--- src/rtl/tpu_ctrl_pkg.sv ---
// -----------------------------------------------------------------------------
// tpu_ctrl_pkg
// Shared types and helpers for the systolic tile controller.
//   ctrl_state_t   : controller phase (IDLE, LOAD_W, STREAM, DRAIN)
//   ROW_W_DEFAULT  : default width of the row-count / input-address fields
//   drain_cycles() : cycles needed for the last partial sums to leave an
//                    N x N array after the final input row enters it
// -----------------------------------------------------------------------------
package tpu_ctrl_pkg;

    localparam int ROW_W_DEFAULT = 8;

    typedef enum logic [1:0] {
        IDLE   = 2'd0,
        LOAD_W = 2'd1,
        STREAM = 2'd2,
        DRAIN  = 2'd3
    } ctrl_state_t;

    // The last row needs N-1 cycles of skew plus N-1 column hops, plus one.
    function automatic int drain_cycles(input int n);
        return 2 * n - 1;
    endfunction

endpackage

--- src/rtl/skew_delay_line.sv ---
// -----------------------------------------------------------------------------
// skew_delay_line
// 1-bit shift register of depth D with a synchronous clear. Used to delay the
// row-0 valid/switch strobes by i cycles for array row i.
//   clk   in  rising-edge clock
//   clr_i in  synchronous clear of every stage (reset or abort)
//   d_i   in  undelayed bit
//   q_o   out d_i delayed by D cycles
// -----------------------------------------------------------------------------
module skew_delay_line #(
    parameter int D = 1
) (
    input  logic clk,
    input  logic clr_i,
    input  logic d_i,
    output logic q_o
);

    logic [D-1:0] sr_q;

    // NOTE: every stage is cleared, not just the head; a stale bit left in the
    // middle would otherwise surface as a spurious valid after an abort.
    always_ff @(posedge clk) begin
        if (clr_i) begin
            sr_q <= '0;
        end else begin
            sr_q[0] <= d_i;
            for (int i = 1; i < D; i++) begin
                sr_q[i] <= sr_q[i-1];
            end
        end
    end

    assign q_o = sr_q[D-1];

endmodule

--- src/rtl/systolic_tile_ctrl.sv ---
// -----------------------------------------------------------------------------
// systolic_tile_ctrl
// Sequences one tile through an N x N systolic array: loads N weight rows from
// the north, switches them into the active registers together with the first
// input row, streams M input rows with a per-row diagonal skew, then waits
// 2N-1 cycles for the last partial sums to drain.
//   clk         in  rising-edge clock
//   rst         in  synchronous active-low reset
//   start       in  run one tile (sampled only in IDLE)
//   num_rows    in  M, captured when start is accepted
//   abort       in  return to IDLE on the next edge, no done pulse
//   busy        out high in every state except IDLE
//   done        out one-cycle pulse when a tile completes
//   pe_enable   out shared PE enable; high while busy
//   wt_rd_en    out weight buffer read strobe
//   wt_rd_addr  out weight row presented to the north edge
//   accept_w    out per-column weight accept for array row 0
//   in_rd_en    out input buffer read strobe
//   in_rd_addr  out input row index for west-edge row 0
//   row_valid   out per-row valid, row i delayed i cycles from row 0
//   row_switch  out per-row weight switch, skewed like row_valid
// -----------------------------------------------------------------------------
module systolic_tile_ctrl
    import tpu_ctrl_pkg::*;
#(
    parameter int N     = 4,
    parameter int ROW_W = ROW_W_DEFAULT
) (
    input  logic                 clk,
    input  logic                 rst,
    input  logic                 start,
    input  logic [ROW_W-1:0]     num_rows,
    input  logic                 abort,
    output logic                 busy,
    output logic                 done,
    output logic                 pe_enable,
    output logic                 wt_rd_en,
    output logic [$clog2(N)-1:0] wt_rd_addr,
    output logic [N-1:0]         accept_w,
    output logic                 in_rd_en,
    output logic [ROW_W-1:0]     in_rd_addr,
    output logic [N-1:0]         row_valid,
    output logic [N-1:0]         row_switch
);

    localparam int AW = $clog2(N);
    localparam int DW = $clog2(2 * N);
    localparam logic [AW-1:0] K_LAST     = AW'(N - 1);
    localparam logic [DW-1:0] DRAIN_LAST = DW'(drain_cycles(N) - 1);

    ctrl_state_t      state_q, state_d;
    logic [AW-1:0]    k_q, k_d;          // weight row counter in LOAD_W
    logic [ROW_W-1:0] r_q, r_d;          // input row counter in STREAM
    logic [ROW_W-1:0] m_q, m_d;          // captured row count
    logic [DW-1:0]    drain_q, drain_d;  // down-counter in DRAIN

    logic             busy_q, busy_d;
    logic             done_q, done_d;
    logic             wt_rd_en_q, wt_rd_en_d;
    logic [AW-1:0]    wt_rd_addr_q, wt_rd_addr_d;
    logic [N-1:0]     accept_w_q, accept_w_d;
    logic             in_rd_en_q, in_rd_en_d;
    logic [ROW_W-1:0] in_rd_addr_q, in_rd_addr_d;

    // ---------------------------------------------------------------- next state
    // NOTE: every variable gets a default before the case so that no path
    // leaves one unassigned, which would otherwise infer a latch.
    always_comb begin
        state_d = state_q;
        k_d     = k_q;
        r_d     = r_q;
        m_d     = m_q;
        drain_d = drain_q;
        done_d  = 1'b0;

        unique case (state_q)
            IDLE: begin
                if (start) begin
                    if (num_rows != '0) begin
                        m_d     = num_rows;
                        k_d     = '0;
                        state_d = LOAD_W;
                    end else begin
                        // Empty tile: nothing to run, complete immediately.
                        done_d = 1'b1;
                    end
                end
            end
            LOAD_W: begin
                if (k_q == K_LAST) begin
                    r_d     = '0;
                    state_d = STREAM;
                end else begin
                    k_d = k_q + 1'b1;
                end
            end
            STREAM: begin
                if (r_q == m_q - 1'b1) begin
                    drain_d = DRAIN_LAST;
                    state_d = DRAIN;
                end else begin
                    r_d = r_q + 1'b1;
                end
            end
            DRAIN: begin
                if (drain_q == '0) begin
                    done_d  = 1'b1;
                    state_d = IDLE;
                end else begin
                    drain_d = drain_q - 1'b1;
                end
            end
            default: state_d = IDLE;
        endcase

        if (abort) begin
            state_d = IDLE;
            k_d     = '0;
            r_d     = '0;
            drain_d = '0;
            done_d  = 1'b0;
        end

        // Outputs are a function of the next state so they appear registered
        // in the same cycle the state does.
        busy_d       = (state_d != IDLE);
        wt_rd_en_d   = (state_d == LOAD_W);
        accept_w_d   = {N{wt_rd_en_d}};
        // Reverse order: the last row loaded settles in array row 0.
        wt_rd_addr_d = wt_rd_en_d ? K_LAST - k_d : '0;
        in_rd_en_d   = (state_d == STREAM);
        in_rd_addr_d = in_rd_en_d ? r_d : '0;
    end

    // ---------------------------------------------------------------- registers
    // NOTE: sequential state uses non-blocking assignments so every register
    // samples its inputs from before the edge, independent of statement order.
    always_ff @(posedge clk) begin
        if (!rst) begin
            state_q      <= IDLE;
            k_q          <= '0;
            r_q          <= '0;
            m_q          <= '0;
            drain_q      <= '0;
            busy_q       <= 1'b0;
            done_q       <= 1'b0;
            wt_rd_en_q   <= 1'b0;
            wt_rd_addr_q <= '0;
            accept_w_q   <= '0;
            in_rd_en_q   <= 1'b0;
            in_rd_addr_q <= '0;
        end else begin
            state_q      <= state_d;
            k_q          <= k_d;
            r_q          <= r_d;
            m_q          <= m_d;
            drain_q      <= drain_d;
            busy_q       <= busy_d;
            done_q       <= done_d;
            wt_rd_en_q   <= wt_rd_en_d;
            wt_rd_addr_q <= wt_rd_addr_d;
            accept_w_q   <= accept_w_d;
            in_rd_en_q   <= in_rd_en_d;
            in_rd_addr_q <= in_rd_addr_d;
        end
    end

    assign busy       = busy_q;
    assign pe_enable  = busy_q;
    assign done       = done_q;
    assign wt_rd_en   = wt_rd_en_q;
    assign wt_rd_addr = wt_rd_addr_q;
    assign accept_w   = accept_w_q;
    assign in_rd_en   = in_rd_en_q;
    assign in_rd_addr = in_rd_addr_q;

    // ---------------------------------------------------------------- skew
    // Row 0 is driven straight from state: the PE copies its weights
    // combinationally, so switch and the first input share one cycle.
    logic valid0, switch0, skew_clr;

    assign valid0        = (state_q == STREAM);
    assign switch0       = (state_q == STREAM) && (r_q == '0);
    assign skew_clr      = !rst || abort;
    assign row_valid[0]  = valid0;
    assign row_switch[0] = switch0;

    for (genvar i = 1; i < N; i++) begin : g_skew
        skew_delay_line #(.D(i)) u_valid (
            .clk   (clk),
            .clr_i (skew_clr),
            .d_i   (valid0),
            .q_o   (row_valid[i])
        );
        skew_delay_line #(.D(i)) u_switch (
            .clk   (clk),
            .clr_i (skew_clr),
            .d_i   (switch0),
            .q_o   (row_switch[i])
        );
    end

endmodule

--- config.mk ---
export PLATFORM = sky130hd
export DESIGN_NAME = systolic_tile_ctrl
export DESIGN_NICKNAME = d
export VERILOG_FILES = /design/src/rtl/tpu_ctrl_pkg.sv /design/src/rtl/skew_delay_line.sv /design/src/rtl/systolic_tile_ctrl.sv
export SDC_FILE = /design/constraint.sdc
export NUM_CORES = 1
export LEC_CHECK = 0
export ABC_AREA = 1
export CAP_MARGIN = 20
export CORE_MARGIN = 8
export CORE_UTILIZATION = 58
export CTS_CLUSTER_DIAMETER = 150
export DETAILED_ROUTE_END_ITERATION = 16
export GPL_ROUTABILITY_DRIVEN = 0
export GPL_TIMING_DRIVEN = 0
export PLACE_DENSITY = 0.88
export SYNTH_ARGS = -nofsm -noshare
export SYNTH_HDL_FRONTEND = slang
export SYNTH_SLANG_ARGS = --single-unit
--- constraint.sdc ---
create_clock -name clk -period 3.3 [get_ports clk]
set_input_delay 0.66 -clock clk [delete_from_list [all_inputs] [get_ports clk]]
set_output_delay 0.66 -clock clk [all_outputs]
set_load 0.01 [all_outputs]
==> flow_summary.toml, run 1 <==
[floorplanning]
num_rows = 24
die_y_um = 83.0
pin_count = 39
core_area_um2 = 4350
die_w_um = 83.0
start_util = 0.598
fp.dieArea_um2 = 6890

[timing]
finalSetupViolCount = 0
fin_crit_sh = 0.856
rsz0062_at_grt = "no"
hold_viol = 0
whs_ns = 0.435
worst_slew_pin_slew_ns = 0.606
slew_viol_final = 0
fin_setup_tns_ns = 0
fin_crit_ns = 2.82
fmax_mhz = 354
relSlewSlack = 0.595
fin_worst_skew_ns = 0.00594

[min_path]
hold_path_class = "flop to flop"

[route]
ant_nets = 0
drt_iter0_drc = 132
drc = 0
drt_first_pass_iters = 4
num_vias = 2448
wl_per_cell_um = 12.4
routed_wl_um = 5910
routed_via_density = 5.14

[yosys]
synth_flop_cell = "dfxtp_1"
ys_warn_count = 0
netlist-cell-type-count = 32
synth_cells = 378
synth_edf_count = 0
synth_top_area_share = 0.330
synthArstFlopShare = 0
yosys.area.top_type = "dfxtp_1"
syn_nets = 399
synthTopCellsByArea = "dfxtp_1 (33%), nand2_1 (11%), nor2_1 (6.6%)"
ys_seq_elements = 43
synth_area_per_cell_um2 = 6.89
synthesis.area_um2 = 2600
ys_seq_area_frac = 0.330

[critical_path]
cp_data_arrival_time_ns = 2.16
cp_max_fo = 4
worstSetupEndpointType = "output port"
startpoint_type = "flop"
critPathKind = "flop to output port"
crit_required_ns = 2.64

[place]
placed_area_um2 = 3050
place.port_buffers = 38
hpwl_um = 4770

[global_route]
grt_pass1_vias = 2475
antenna_found_initial = 0
grt_max_degree = 15
overflow = 0
grt_pass1_wl_um = 10600
grt.total_usage = 0.180

[power]
p_leak_nw = 1.40
clockPowerShare = 0.331
internal-power_w = 0.000868
ir_drop_mv = 0.358
swShare = 0.301
switchingPower_w = 0.000374
power.total_w = 0.00124
power-per-cell-area_nw_per_um2 = 392
p_comb_frac = 0.221
seq_power_share = 0.448

[cts]
clock-sinks = 43
cts.clk_slew.worst_paths_ns = 0.08
hold_buffers = 0
cts_root_buf = "clkbuf_8"
ctsResizeCount = 0
cts_setup_buffers = 0
clk-insertion-delay-late_ns = 0.30
cts.htree.levels = 2
cts_buffer_depth = 2
cts_made_buffers = 5
cts_tree = "built"

[layout]
fin_nets = 444
nFillCells = 348
layout_commonest_cell = "nand2_1"
utilization = 0.726
final_cell_mix = "nand2_1 (75), nor2_1 (46), inv_1 (44)"
multi_input_comb_area_um2 = 1420
area_growth_pct = 21.4
drive_gt1_frac = 0.177
regArea_um2 = 861
final_area_um2 = 3160
antenna_cells = 0

[flow_run]
maxCapViolCount = 0

[outcome]
status = "completed"
## worst max-delay path, cell delays in order (launching register included)
cell	delay, ns
dfxtp_1	0.35
inv_1	0.11
ha_1	0.22
inv_1	0.12
nor2_1	0.16
inv_1	0.07
nor3_1	0.17
buf_4	0.13
clkdlybuf4s50_1	0.52
## through the flow
step / std cells / worst slack, ns
floorplan: 378 / 1.41
global placement: 468 / 0.832
detailed placement: 468 / 0.807
CTS: 476 / 0.462
global route: 476 / 0.340
finish: 476 / 0.476
## flip-flops by register name, summed over array words and instances (netlist names)
name	count
in_rd_en	1
k_q	2
drain_q	3
m_q	8
busy	1
done	1
g_skew.u_valid.sr_q	3
in_rd_addr	8
r_q	8
state_q	2
g_skew.u_switch.sr_q	3
wt_rd_addr	2
accept_w	1
## cell usage after synthesis, types with 3 or more instances
library cell,number
nand2_1,75
nor2_1,46
inv_1,44
dfxtp_1,43
a21oi_1,30
nand3_1,25
nand2_2,14
buf_4,13
nor2_2,13
o21ai_0,10
ha_1,9
inv_2,7
nand3_2,6
o21ai_1,5
xor2_1,5
nand4_1,4
nor4_1,4
clkbuf_1,3
nand2_4,3
nor2_4,3
nor3_1,3
xnor2_1,3
## routing by layer
metal	GRT usage	share of wire
met5	0	0
met1	0.192	0.42
met2	0.329	0.52
met4	0.0559	0.016
met3	0.0518	0.042
## cells by family after synthesis
group                      after synthesis  synth area share
AOI/OAI and AO/OA                       48            0.0961
xor gates and xnor gates                 8            0.0269
adders and majority gates                9            0.0432
buffers and inverters                   71             0.125
and+or+nand+nor                        199             0.378
DFF                                     43             0.330
## cell type report
type,count,share of cell area
multi-input cells,264,0.448
flip-flops and latches,43,0.272
repair buffers,38,0.120
inverters,53,0.0637
plain buffers,18,0.0396
clock buffers,5,0.0218
well taps,52,0.0206
clock inverters,3,0.0138
## final timing paths
kind	from	end	slack (ns)	cells past startpoint
max	state_q[0]	row_switch[0]	0.48	8
max reg2reg	m_q[0]	in_rd_addr[1]	1.20	16
min reg2reg	g_skew[2].u_switch.sr_q[0]	g_skew[3].u_switch.sr_q[1]	0.43	2
min	g_skew[2].u_switch.sr_q[0]	g_skew[3].u_switch.sr_q[1]	0.43	2
## power groups by stage
stage | clock [W] | combinational, W | sequential, W
global route | 0.000440 | 0.000309 | 0.000558
floorplan | 0 | 0.000201 | 0.000565
finish | 0.000411 | 0.000274 | 0.000556
CTS | 0.000420 | 0.000274 | 0.000555
detailed placement | 0 | 0.000273 | 0.000568
global placement | 0 | 0.000264 | 0.000567
Power figures use the tool's default switching activity.
==> inputs of run 2 (changes only) <==
--- a/config.mk
+++ b/config.mk
@@ -8,12 +8,12 @@
 export ABC_AREA = 1
 export CAP_MARGIN = 20
 export CORE_MARGIN = 8
-export CORE_UTILIZATION = 58
-export CTS_CLUSTER_DIAMETER = 150
+export CORE_UTILIZATION = 49
 export DETAILED_ROUTE_END_ITERATION = 16
 export GPL_ROUTABILITY_DRIVEN = 0
 export GPL_TIMING_DRIVEN = 0
-export PLACE_DENSITY = 0.88
+export HOLD_SLACK_MARGIN = 0.15
+export PLACE_DENSITY = 0.79
 export SYNTH_ARGS = -nofsm -noshare
 export SYNTH_HDL_FRONTEND = slang
 export SYNTH_SLANG_ARGS = --single-unit
==> constraint.sdc (replaced) <==
create_clock -name clk -period 2.45 [get_ports clk]
set_input_delay 0.49 -clock clk [delete_from_list [all_inputs] [get_ports clk]]
set_output_delay 0.49 -clock clk [all_outputs]
set_load 0.01 [all_outputs]
==> flow_summary.toml, run 2 (same netlist as run 1, synthesis figures left out) <==
[power]
clockPowerShare = 0.330
power.total_w = 0.00167
switchingPower_w = 0.000498
p_leak_nw = 1.41
internal-power_w = 0.00117
power-per-cell-area_nw_per_um2 = 522
seq_power_share = 0.450
swShare = 0.299
ir_drop_mv = 0.575
p_comb_frac = 0.220

[flow_run]
maxCapViolCount = 0

[critical_path]
cp_data_arrival_time_ns = 1.77
worstSetupEndpointType = "output port"
critPathKind = "flop to output port"
crit_required_ns = 1.96
startpoint_type = "flop"
cp_max_fo = 4
r2r_slack_ns = 0.34

[timing]
fin_crit_sh = 0.922
fmax_mhz = 442
fin_crit_ns = 2.26
relSlewSlack = 0.582
fin_worst_skew_ns = 0.00673
finalSetupViolCount = 0
rsz0062_at_grt = "no"
fin_setup_tns_ns = 0
hold_viol = 0
slew_viol_final = 0
worst_slew_pin_slew_ns = 0.624
postLayoutSetupSlackWorst_ns = 0.190

[route]
num_vias = 2433
drt_iter0_drc = 95
drc = 0
routed_via_density = 4.93
wl_per_cell_um = 12.0
routed_wl_um = 5930
ant_nets = 0
drt_first_pass_iters = 4

[cts]
cts.clk_slew.worst_paths_ns = 0.09
cts_setup_buffers = 0
cts.htree.levels = 2
clk-insertion-delay-late_ns = 0.30
cts_buffer_depth = 2
clock-sinks = 43
cts_made_buffers = 5
cts_tree = "built"
cts_root_buf = "clkbuf_8"

[global_route]
grt_pass1_wl_um = 10100
antenna_found_initial = 0
grt.total_usage = 0.161
grt_pass1_vias = 2372
overflow = 0
grt_max_degree = 15

[place]
place_inst = 486
hpwl_um = 4810
place.port_buffers = 38
pre_cts_slack_ns = 0.116

[layout]
antenna_cells = 0
fin_cells = 494
layout_commonest_cell = "nand2_1"
area_growth_pct = 22.5
fin_nets = 444
final_cell_mix = "nand2_1 (75), nor2_1 (45), inv_1 (43)"
drive_gt1_frac = 0.189

[min_path]
hold_path_class = "flop to flop"

[floorplanning]
pin_count = 39
die_w_um = 88.9
die_y_um = 88.9
fp.dieArea_um2 = 7910
start_util = 0.510
core_area_um2 = 5110
num_rows = 26

[outcome]
status = "completed"
==> run 2: final cells by class <==
| type | count | area, µm² |
|---|---|---|
| tap | 70 | 87.6 |
| clock inverter | 3 | 43.8 |
| buffer | 18 | 125 |
| fill | 490 | 1920 |
| clock buffer | 5 | 68.8 |
| inverter | 53 | 201 |
| timing repair buffer | 38 | 379 |
| multi-input combinational | 264 | 1420 |
| sequential | 43 | 863 |
==> run 2: repair_timing <==
item | 4_1_cts | 5_1_grt
endpoints found under the setup margin | 1 | 0
gates resized for setup | 6 | 0
hold buffers | 0 | 0
==> run 2: per-stage QoR <==
step / area, µm² / util / hold slack [ns]
finish: 3190 / 0.625 / 0.438
global route: 3190 / 0.625 / 0.446
CTS: 3190 / 0.625 / 0.444
detailed placement: 3070 / 0.602 / 0.428
global placement: 3070 / 0.602 / 0.416
floorplan: 2610 / - / 0.409
==> run 2: path summary, 6_finish.rpt <==
check / from / endpoint / cells past startpoint
min: g_skew[2].u_valid.sr_q[0] / g_skew[3].u_valid.sr_q[1] / 2
min reg2reg: g_skew[2].u_valid.sr_q[0] / g_skew[3].u_valid.sr_q[1] / 2
max: state_q[0] / row_switch[0] / 8
max reg2reg: m_q[0] / in_rd_addr[1] / 16
==> run 2: metal layers <==
layer / routed length (µm) / track usage / up-vias / part of all wire
li1: - / - / 1268 / -
met1: 2460 / 0.169 / 1105 / 0.42
met2: 3180 / 0.309 / 50 / 0.54
met3: 218 / 0.0358 / 10 / 0.037
met4: 72 / 0.0492 / 0 / 0.012
met5: 0 / 0 / - / 0
==> run 2: power by group through the flow <==
stage	clock network, W	registers [W]	logic (W)
final	0.000551	0.000749	0.000367
after detailed placement	0	0.000765	0.000367
after floorplan	0	0.000761	0.000271
after CTS	0.000563	0.000749	0.000369
after global routing	0.000591	0.000753	0.000413
after global placement	0	0.000764	0.000357
==> run 2: worst max-delay path, cell delays in order (launching register included) <==
cell	delay, ns
dfxtp_2	0.35
inv_2	0.08
ha_2	0.20
inv_1	0.10
nor2_2	0.13
inv_1	0.06
nor3_1	0.16
buf_4	0.13
dlygate4sd2_1	0.26
==> inputs of run 3 (changes only) <==
--- a/config.mk
+++ b/config.mk
@@ -6,7 +6,8 @@
 export NUM_CORES = 1
 export LEC_CHECK = 0
 export ABC_AREA = 1
-export CAP_MARGIN = 20
+export CAP_MARGIN = 10
+export CORE_ASPECT_RATIO = 1.2
 export CORE_MARGIN = 8
 export CORE_UTILIZATION = 49
 export DETAILED_ROUTE_END_ITERATION = 16
==> flow_summary.toml, run 3 (same netlist as run 1, synthesis figures left out) <==
[cts]
cts_made_buffers = 5
cts_root_buf = "clkbuf_8"
cts_setup_buffers = 0
clk-insertion-delay-late_ns = 0.29
cts_buffer_depth = 2
clock-sinks = 43
cts_tree = "built"
cts.htree.levels = 2
cts.clk_slew.worst_paths_ns = 0.08

[timing]
slew_viol_final = 0
relSlewSlack = 0.537
rsz0062_at_grt = "no"
fin_crit_ns = 2.29
fin_crit_sh = 0.936
fin_setup_tns_ns = 0
fmax_mhz = 436
hold_viol = 0
fin_worst_skew_ns = 0.00545
finalSetupViolCount = 0
worst_slew_pin_slew_ns = 0.692

[power]
power-per-cell-area_nw_per_um2 = 500
ir_drop_mv = 0.401
p_leak_nw = 1.39

[place]
place_inst = 478
hpwl_um = 4860
place.port_buffers = 38

[critical_path]
r2r_start = "m_q[0]"
worstSetupEndpointType = "output port"
crit_start = "state_q[0]"
critPathKind = "flop to output port"
cp_max_fo = 4
startpoint_type = "flop"
path_cells = "inv_1, ha_2, inv_1, nor2_2, inv_1, nor3_2, buf_4, dlygate4sd2_1"
cpPeakStageDelay_ns = 0.35
crit_top_cell = "inv_1"
crit_required_ns = 1.96
cpMaxStageDelayCell = "dfxtp_1"
cp_data_arrival_time_ns = 1.80

[floorplanning]
pin_count = 39
core_area_um2 = 5230
start_util = 0.499
die_w_um = 82.6
die_y_um = 95.9
num_rows = 29
fp.dieArea_um2 = 7920

[global_route]
overflow = 0
grt_pass1_vias = 2524
antenna_found_initial = 0
grt_pass1_wl_um = 10400
grt_max_degree = 16
grt.total_usage = 0.165

[outcome]
status = "completed"

[layout]
fin_nets = 444
antenna_cells = 0
final_cell_mix = "nand2_1 (75), nor2_1 (45), inv_1 (44)"
drive_gt1_frac = 0.184
layout_commonest_cell = "nand2_1"
fin_cells = 486
area_growth_pct = 21.5

[route]
ant_nets = 0
routed_wl_um = 6120
drt_iter0_drc = 158
routed_via_density = 5.13
num_vias = 2491
drc = 0
drt_first_pass_iters = 4
wl_per_cell_um = 12.6

[min_path]
hold_path_class = "flop to flop"
hp-start = "g_skew[3].u_valid.sr_q[1]"

[flow_run]
maxCapViolCount = 0
[run 3: report_power, final]
part           switching, W  internal [W]
registers         0.0000284      0.000722
clock network      0.000258      0.000204
logic              0.000227      0.000143
total              0.000513       0.00107
[run 3: worst paths after layout]
| check | to | slack, ns | cells after the start |
|---|---|---|---|
| min reg2reg | g_skew[3].u_valid.sr_q[2] | 0.43 | 2 |
| max | row_switch[0] | 0.16 | 8 |
| max reg2reg | in_rd_addr[0] | 0.33 | 16 |
| min | g_skew[3].u_valid.sr_q[2] | 0.43 | 2 |
[run 3: area by class of cell]
cell class | count | area [µm²]
tap | 62 | 77.6
buffer | 18 | 125
timing repair buffer | 38 | 379
fill | 496 | 2060
clock inverter | 3 | 23.8
sequential | 43 | 861
clock buffer | 5 | 68.8
inverter | 53 | 201
multi-input combinational | 264 | 1430
[run 3: layer usage]
metal  up-vias  wire, µm  GRT usage
met5         -         0          0
met4         0       157     0.0879
met3        16       336     0.0458
met2        64      3240      0.300
met1      1148      2390      0.165
li1       1263         -          -
[run 3: per-stage QoR]
step / total power (W) / instance area [µm²] / hold slack, ns / setup WS (ns) / utilization
finish: 0.00158 / 3160 / 0.431 / 0.156 / 0.606
global route: 0.00167 / 3160 / 0.460 / 0.0335 / 0.606
global placement: 0.00113 / 3060 / 0.422 / 0.101 / 0.586
detailed placement: 0.00113 / 3060 / 0.420 / 0.109 / 0.586
CTS: 0.00160 / 3160 / 0.434 / 0.139 / 0.606
floorplan: 0.00103 / 2610 / 0.409 / 0.565 / -
[run 3: worst max-delay path: cells and delay by family (launching register included)]
family                     cells  cell delay, ns
adders and majority gates      1            0.21
DFF                            1            0.35
buffers and inverters          5            0.66
and+or+nand+nor                2            0.29
[run 3: what timing repair did]
item	in CTS	in global routing
endpoints found under the setup margin	1	0
resized for setup	4	0
hold buffers	0	0
